File: src/rtl/gf180mcu_ocd_io__pwr_seq_pkg.sv
// Shared types and helpers for the pad-ring power-up sequencer.
// State encodings are fixed; they are visible on the STATE debug port.
package gf180mcu_ocd_io__pwr_seq_pkg;

  typedef enum logic [2:0] {
    ST_OFF      = 3'd0,
    ST_DEBOUNCE = 3'd1,
    ST_RELEASE  = 3'd2,
    ST_ON       = 3'd3,
    ST_FAULT    = 3'd4
  } state_t;

  localparam logic [2:0] ILLEGAL_LO = 3'd5;
  localparam logic [2:0] ILLEGAL_HI = 3'd7;

  function automatic logic in_illegal_range(input logic [2:0] s);
    return ({1'b0, s} >= {1'b0, ILLEGAL_LO}) && ({1'b0, s} <= {1'b0, ILLEGAL_HI});
  endfunction

  // Never returns 0, so a 1-cycle debounce/delay still gets a real counter bit.
  function automatic int cnt_width(input int a, input int b);
    int m;
    int w;
    m = (a > b) ? a : b;
    w = $clog2(m);
    return (w < 1) ? 1 : w;
  endfunction

endpackage

File: src/rtl/gf180mcu_ocd_io__sync.sv
// N-stage synchroniser for an asynchronous level, synchronous reset to 0.
module gf180mcu_ocd_io__sync #(
  parameter int N = 2
) (
  input  logic clk,
  input  logic rst,
  input  logic d,
  output logic q
);

  logic [N-1:0] sync_q;
  logic [N-1:0] sync_d;

  always_comb begin
    sync_d = {sync_q[N-2:0], d};
  end

  always_ff @(posedge clk) begin
    if (rst) begin
      sync_q <= '0;
    end else begin
      sync_q <= sync_d;
    end
  end

  assign q = sync_q[N-1];

endmodule

File: src/rtl/gf180mcu_ocd_io__pwr_seq.sv
// Pad-ring power-up sequencer: debounces both supply-OK flags, then releases
// isolation and output-enable in order; any supply loss after release faults.
module gf180mcu_ocd_io__pwr_seq
  import gf180mcu_ocd_io__pwr_seq_pkg::*;
#(
  parameter int SYNC_STAGES     = 2,
  parameter int DEBOUNCE_CYCLES = 16,
  parameter int ISO_DELAY       = 4
) (
  input  logic       CLK,
  input  logic       RST,
  input  logic       DVDD_OK,
  input  logic       VDD_OK,
  input  logic       FORCE_ISO,
  input  logic       FAULT_CLR,
  output logic       ISO,
  output logic       OE_EN,
  output logic       PWR_GOOD,
  output logic       FAULT,
  output logic [2:0] STATE
);

  localparam int CNT_W = cnt_width(DEBOUNCE_CYCLES, ISO_DELAY);
  localparam logic [CNT_W-1:0] DEB_LAST = CNT_W'(DEBOUNCE_CYCLES - 1);
  localparam logic [CNT_W-1:0] ISO_LAST = CNT_W'(ISO_DELAY - 1);

  logic dvdd_ok_s;
  logic vdd_ok_s;
  logic ok;

  gf180mcu_ocd_io__sync #(.N(SYNC_STAGES)) u_sync_dvdd (
    .clk (CLK),
    .rst (RST),
    .d   (DVDD_OK),
    .q   (dvdd_ok_s)
  );

  gf180mcu_ocd_io__sync #(.N(SYNC_STAGES)) u_sync_vdd (
    .clk (CLK),
    .rst (RST),
    .d   (VDD_OK),
    .q   (vdd_ok_s)
  );

  assign ok = dvdd_ok_s & vdd_ok_s;

  state_t           state_q, state_d;
  logic [CNT_W-1:0] cnt_q, cnt_d;
  logic             force_q, force_d;

  always_comb begin
    state_d = state_q;
    cnt_d   = cnt_q;
    force_d = FORCE_ISO;
    if (in_illegal_range(state_q)) begin
      state_d = ST_FAULT;
      cnt_d   = '0;
    end else begin
      case (state_q)
        ST_OFF: begin
          cnt_d = '0;
          if (ok) state_d = ST_DEBOUNCE;
        end
        ST_DEBOUNCE: begin
          if (!ok) begin
            state_d = ST_OFF;
            cnt_d   = '0;
          end else if (cnt_q == DEB_LAST) begin
            state_d = ST_RELEASE;
            cnt_d   = '0;
          end else begin
            cnt_d = cnt_q + CNT_W'(1);
          end
        end
        // Supply loss takes priority over the terminal count.
        ST_RELEASE: begin
          if (!ok) begin
            state_d = ST_FAULT;
            cnt_d   = '0;
          end else if (cnt_q == ISO_LAST) begin
            state_d = ST_ON;
            cnt_d   = '0;
          end else begin
            cnt_d = cnt_q + CNT_W'(1);
          end
        end
        ST_ON: begin
          cnt_d = '0;
          if (!ok) state_d = ST_FAULT;
        end
        ST_FAULT: begin
          cnt_d = '0;
          if (FAULT_CLR) state_d = ST_OFF;
        end
        default: begin
          state_d = ST_FAULT;
          cnt_d   = '0;
        end
      endcase
    end
  end

  always_ff @(posedge CLK) begin
    if (RST) begin
      state_q <= ST_OFF;
      cnt_q   <= '0;
      force_q <= 1'b0;
    end else begin
      state_q <= state_d;
      cnt_q   <= cnt_d;
      force_q <= force_d;
    end
  end

  // Outputs depend only on flops, so they change cleanly right after the edge.
  assign ISO      = force_q || (state_q == ST_OFF) || (state_q == ST_DEBOUNCE) ||
                    (state_q == ST_FAULT);
  assign OE_EN    = (state_q == ST_ON) && !force_q;
  assign PWR_GOOD = (state_q == ST_ON);
  assign FAULT    = (state_q == ST_FAULT);
  assign STATE    = state_q;

endmodule
File: config.mk
export PLATFORM = sky130hd
export DESIGN_NAME = gf180mcu_ocd_io__pwr_seq
export DESIGN_NICKNAME = d
export VERILOG_FILES = /design/src/rtl/gf180mcu_ocd_io__pwr_seq_pkg.sv /design/src/rtl/gf180mcu_ocd_io__sync.sv /design/src/rtl/gf180mcu_ocd_io__pwr_seq.sv
export SDC_FILE = /design/constraint.sdc
export NUM_CORES = 1
export LEC_CHECK = 0
export BUFFER_PORTS_ARGS = -buffer_cell sky130_fd_sc_hd__buf_2
export CAP_MARGIN = 30
export CORE_MARGIN = 10
export CORE_UTILIZATION = 40
export DETAILED_ROUTE_END_ITERATION = 6
export HOLD_SLACK_MARGIN = 0.12
export PLACE_DENSITY = 0.67
export SYNTH_ARGS = -nofsm -noshare
export SYNTH_HDL_FRONTEND = slang
export SYNTH_HIERARCHICAL = 1
export SYNTH_SLANG_ARGS = --single-unit
File: constraint.sdc
create_clock -name CLK -period 1.6 [get_ports CLK]
set_input_delay 0.32 -clock CLK [delete_from_list [all_inputs] [get_ports CLK]]
set_output_delay 0.32 -clock CLK [all_outputs]
set_load 0.05 [all_outputs]
Yosys cells after proc, flatten, opt, wreduce, memory -nomap -nowiden
Index checks and enable logic that the tools add are counted.

operators by class
  mux-type cells = 14
  bitwise operators = 1
  equal/unequal tests = 16
  order comparisons = 1
  reduce and logical (&&, ||, !) cells = 9
  add/subtract/negate cells = 1

operators with widths
  cell                 count
  $mux 3               8
  $mux 4               4
  $pmux 3 s5           1
  $reduce_and 5->1     2
  $ne 3x3->1 const B   3
  $ne 4x4->1 const B   2
  $pmux 4 s2           1
  $eq 3x2->1 const B   2
  $ne 2x2->1 const B   3
  $ne 3x2->1 const B   2
  $add 4x1->4 const B  1
  $eq 4x2->1 const B   1
  $eq 4x4->1 const B   1
  $eq 3x1->1 const B   1
  $eq 3x3->1 const B   1
  $ge 3x3->1 const B   1
  $logic_not 3->1      1
  $logic_or 1x1->1     3
  $reduce_or 2->1      1
  $and 1x1->1          1
  $logic_and 1x1->1    1
  $logic_not 1->1      1

storage, ports and cells
  word-level logic and storage cells = 48
  bits of input ports = 6
  register bits after elaboration = 12
  output and inout bits = 7

Depth between registers and ports, before layout
  depth after elaboration = 5
  mapped depth = 4
  depth with buffers taken out = 4

By module
The synthesis kept the hierarchy.

modules (own cells, without submodules)
  module                    seq. area each (um^2)  area each (um^2)  times used  cells each
  gf180mcu_ocd_io__pwr_seq  160.2                  421.7             1           45
  gf180mcu_ocd_io__sync     40.0                   52.6              2           4

Worst setup path after synthesis
OpenSTA, ideal clock, no wires.

  path kind = reg2out
  from = register state_q[1] (netlist: STATE[1])
  to = output OE_EN
  data required time = 1,280 ps
  stages on the path, launching flop included = 4
  arrival = 1,997 ps
  path buffers = 1
  slack = -717 ps
  path through = dfxtp_1 > buf_4 > nand2_1 > nor3_1

between the ends
  word-level cells in the longest chain between the ends = 2

ends and longest elaborated chain
  what                      RTL line                         RTL
  start: declaration        gf180mcu_ocd_io__pwr_seq.sv:47   state_t state_q, state_d;
  start signal: assignment  gf180mcu_ocd_io__pwr_seq.sv:109  state_q <= state_d;
  $eq 3x2->1                gf180mcu_ocd_io__pwr_seq.sv:118  assign OE_EN = (state_q == ST_ON) && !force_q;
  $logic_and 1x1->1         gf180mcu_ocd_io__pwr_seq.sv:118
  end: declaration          gf180mcu_ocd_io__pwr_seq.sv:17   output logic OE_EN,

Every way passes these cells.

Final worst setup path
  from = register state_q[2] (netlist: STATE[2])
  to = output ISO

between the ends
  word-level cells in the longest chain between the ends = 4
  elaborated cells between the ends (all ways) = 6
  those cells by class = eq/ne (2); reduce/logical (4)

ends and longest elaborated chain
  what                           RTL line                         RTL
  $logic_not 3->1                gf180mcu_ocd_io__pwr_seq.sv:116  assign ISO = force_q || (state_q == ST_OFF) || (state_q == ST_DEBOUNCE) ||
  $logic_or 1x1->1 (2 in a row)  gf180mcu_ocd_io__pwr_seq.sv:116
  $logic_or 1x1->1 *             gf180mcu_ocd_io__pwr_seq.sv:116
  end: declaration               gf180mcu_ocd_io__pwr_seq.sv:16   output logic ISO,

Mark *: on every way between the ends. The rest lies on a longest branch, timed or not.

==> reports/results.txt <==
Die area: 3170 um^2
CORE AREA: 1270 um^2
Vias in the first global route: 462
Critical path endpoint category: primary output
Fillers: 123
Placed cell area: 632 um^2
First-pass GRT wire length: 1900 um
Post-DP HPWL: 759 um
Status: finished clean
Placed Instances: 79
Synth Area per Inst: 9.94 um^2
Part of the power in registers: 0.549
Max-slew violation count: 0
Switching pwr: 0.105 mW
Worst r2r path cells: 4
GPL Wtd Cong: 0.685
Clk slew on worst S/H paths: 70 ps
Largest net degree at the start of global routing: 11
Worst-case clock skew: 3.32 ps
Worst Tran Pin Value: 255 ps
YS warnings: 6
CTS H-tree depth: 1
Reg area: 251 um^2
Total number of vias: 428
Worst path depth: 3
Synthesized area: 527 um^2
Min cycle time layout: 1520 ps
Max incr delay on CP: 410 ps
Total CTS buffers: 3
PwrDens: 807 nW/um^2
Die Y: 56.3 um
Via density: 5.16
Final hold violations: 0
Starting Density: 0.415
Reg2reg setup slack: 190 ps
Synthesized net count: 60
Cell leakage power: 0.264 nW
Post-synth top area cell: dfxtp_1
Share of Yosys cell area claimed by the top area cell type: 0.456
CP arrival: 1200 ps
Switching Fraction: 0.191
Delay-heaviest family, CP: flip-flops
Min-Delay Startpoint: FORCE_ISO
Clock power frac: 0.425
1st-pass router iterations: 4
Rows: 13
Cell Count, Final, Fillers Out: 83
Area of the multi-input gates: 300 um^2
Hold Crit Class: in2reg
Critical Path Start Type: flop
Fin util: 0.538
Max cap viols: 0
Combinational Power Share: 0.026
Port Buffer Count: 12
Residual DRC: 0
Peak Freq: 659 MHz
Post-route ant nets: 0
Worst hold endpoint: force_q
Final instance area: 683 um^2
GRT overflow: 0
Synth top area cells: dfxtp_1 46%, nor2b_1 5.9%, a21oi_2 3.3%, xnor2_1 3.3%, nand2_1 2.9%
Hold depth: 2
Int Pwr: 0.446 mW
Max VDD drop: 0.307 mV
Final nets: 76
Clk root buf: clkbuf_4
Sink Count: 12
Clk_lat worst skew: 260 ps
Gr usage total: 0.0691
Final period utilization: 0.949
Reg-to-Reg End: cnt_q[3]
Antenna violations before repair: 0
Most common cell after layout, fill and taps aside: buf_2
DR iter-0 viols: 7
Worst Path Buf+Inv: 1
WL/cell: 11.9 um
Die X: 56.3 um
Slowest CP cell: dfxtp_4
WL final: 985 um
R2r startpoint: cnt_q[0]
# IOs: 13
RSZ-0062 raised after global routing: no
Relative slew slack: 0.831
Critical path peak fanout: 8
# setup viols final: 0
Distinct cells, synth: 28
Synth Instances: 53
Most frequent cells in the layout: 10 x buf_2, 9 x dfxtp_1, 5 x nor2b_1
CP required: 1280 ps
CP Class: reg2out
Area delta synth->final: 29.7%
Sequential element share of the synthesized area: 0.456
Synthesized flop and latch total: 12
Max Root-Sink Buffers: 2
Critical-path cell list: a21oi_1, or2_2, buf_4
Layout cell share with drive strength beyond 1: 0.456
N_diodes: 0
Setup Buffers After CTS: 0
CTS tree: built
## synthesized netlist by cell type
| cell | number |
|---|---|
| o21ai_2 | 1 |
| nand2_1 | 4 |
| nand4_1 | 1 |
| nor3b_1 | 1 |
| a311oi_1 | 1 |
| and4bb_1 | 1 |
| a21oi_2 | 2 |
| nor4b_2 | 1 |
| buf_4 | 1 |
| nand3_1 | 2 |
| dfxtp_1 | 12 |
| a21oi_1 | 2 |
| nor4_1 | 2 |
| xnor2_1 | 2 |
| and3b_2 | 1 |
| o21ai_0 | 1 |
| ha_1 | 1 |
| and2b_2 | 1 |
| nor2_1 | 1 |
| inv_1 | 3 |
| nor2b_1 | 5 |
| a21boi_0 | 1 |
| nor3_1 | 1 |
| or3b_1 | 1 |
| nor2b_4 | 1 |
| or2_2 | 1 |
| a31oi_1 | 1 |
| o31ai_1 | 1 |
## routing by layer
layer	GRT usage	routed length, um	vias to the layer above
met3	0.0292	74	2
met5	0	0	-
li1	-	-	219
met4	0.0309	5	0
met2	0.0998	417	11
met1	0.0861	487	196
## final cells by class
type	count	share of cell area
flip-flops and latches	12	0.368
repair buffers	12	0.0952
well taps	15	0.0275
multi-input cells	37	0.440
clock buffers	4	0.0531
inverters	3	0.0165
## stage by stage
step / hold WS [ps] / TNS (ps) / setup slack (ps) / power [mW]
2_1_floorplan: 382 / -39.6 / -39.6 / 0.321
3_3_place_gp: 416 / 0 / 240 / 0.329
3_5_place_dp: 420 / 0 / 208 / 0.329
4_1_cts: 252 / 0 / 21.5 / 0.566
5_1_grt: 275 / 0 / 17.5 / 0.578
6_report: 261 / 0 / 82.0 / 0.551
## power by group through the flow
stage / Clock (mW) / Sequential (mW) / Combinational, mW
final: 0.234 / 0.303 / 0.0143
after global routing: 0.257 / 0.304 / 0.0175
after floorplan: 0 / 0.315 / 0.00596
after detailed placement: 0 / 0.315 / 0.0145
after CTS: 0.247 / 0.304 / 0.0145
after global placement: 0 / 0.315 / 0.0143
## sequential cells by signal, indices dropped and copies added (netlist names)
signal              count
STATE                   3
cnt_q                   4
force_q                 1
u_sync_vdd/sync_q       2
u_sync_dvdd/sync_q      2
## repair_timing
| item | in CTS | in global routing |
|---|---|---|
| hold buffers | 0 | 0 |
| setup endpoints to repair | 3 | 3 |
| resized for setup | 3 | 4 |
## worst max path at each step
| stage | start | slack, ps | to |
|---|---|---|---|
| after floorplan | STATE[1] | -40 | OE_EN |
| after global placement | STATE[1] | 240 | OE_EN |
| after detailed placement | STATE[1] | 210 | OE_EN |
| after CTS | STATE[0] | 20 | OE_EN |
| after global routing | STATE[0] | 20 | ISO |
| final | STATE[2] | 80 | ISO |
## cells by family (layout without fill, tap and decap cells)
logic type,count (synthesis),after routing,synth area share
buf+inv,4,19,0.0356
flops,12,12,0.456
simple gates,24,24,0.316
fa+ha+maj,1,1,0.0237
xor+xnor,2,2,0.0333
compound gates,10,10,0.135
Note: power is estimated with default switching activity, not from simulation.
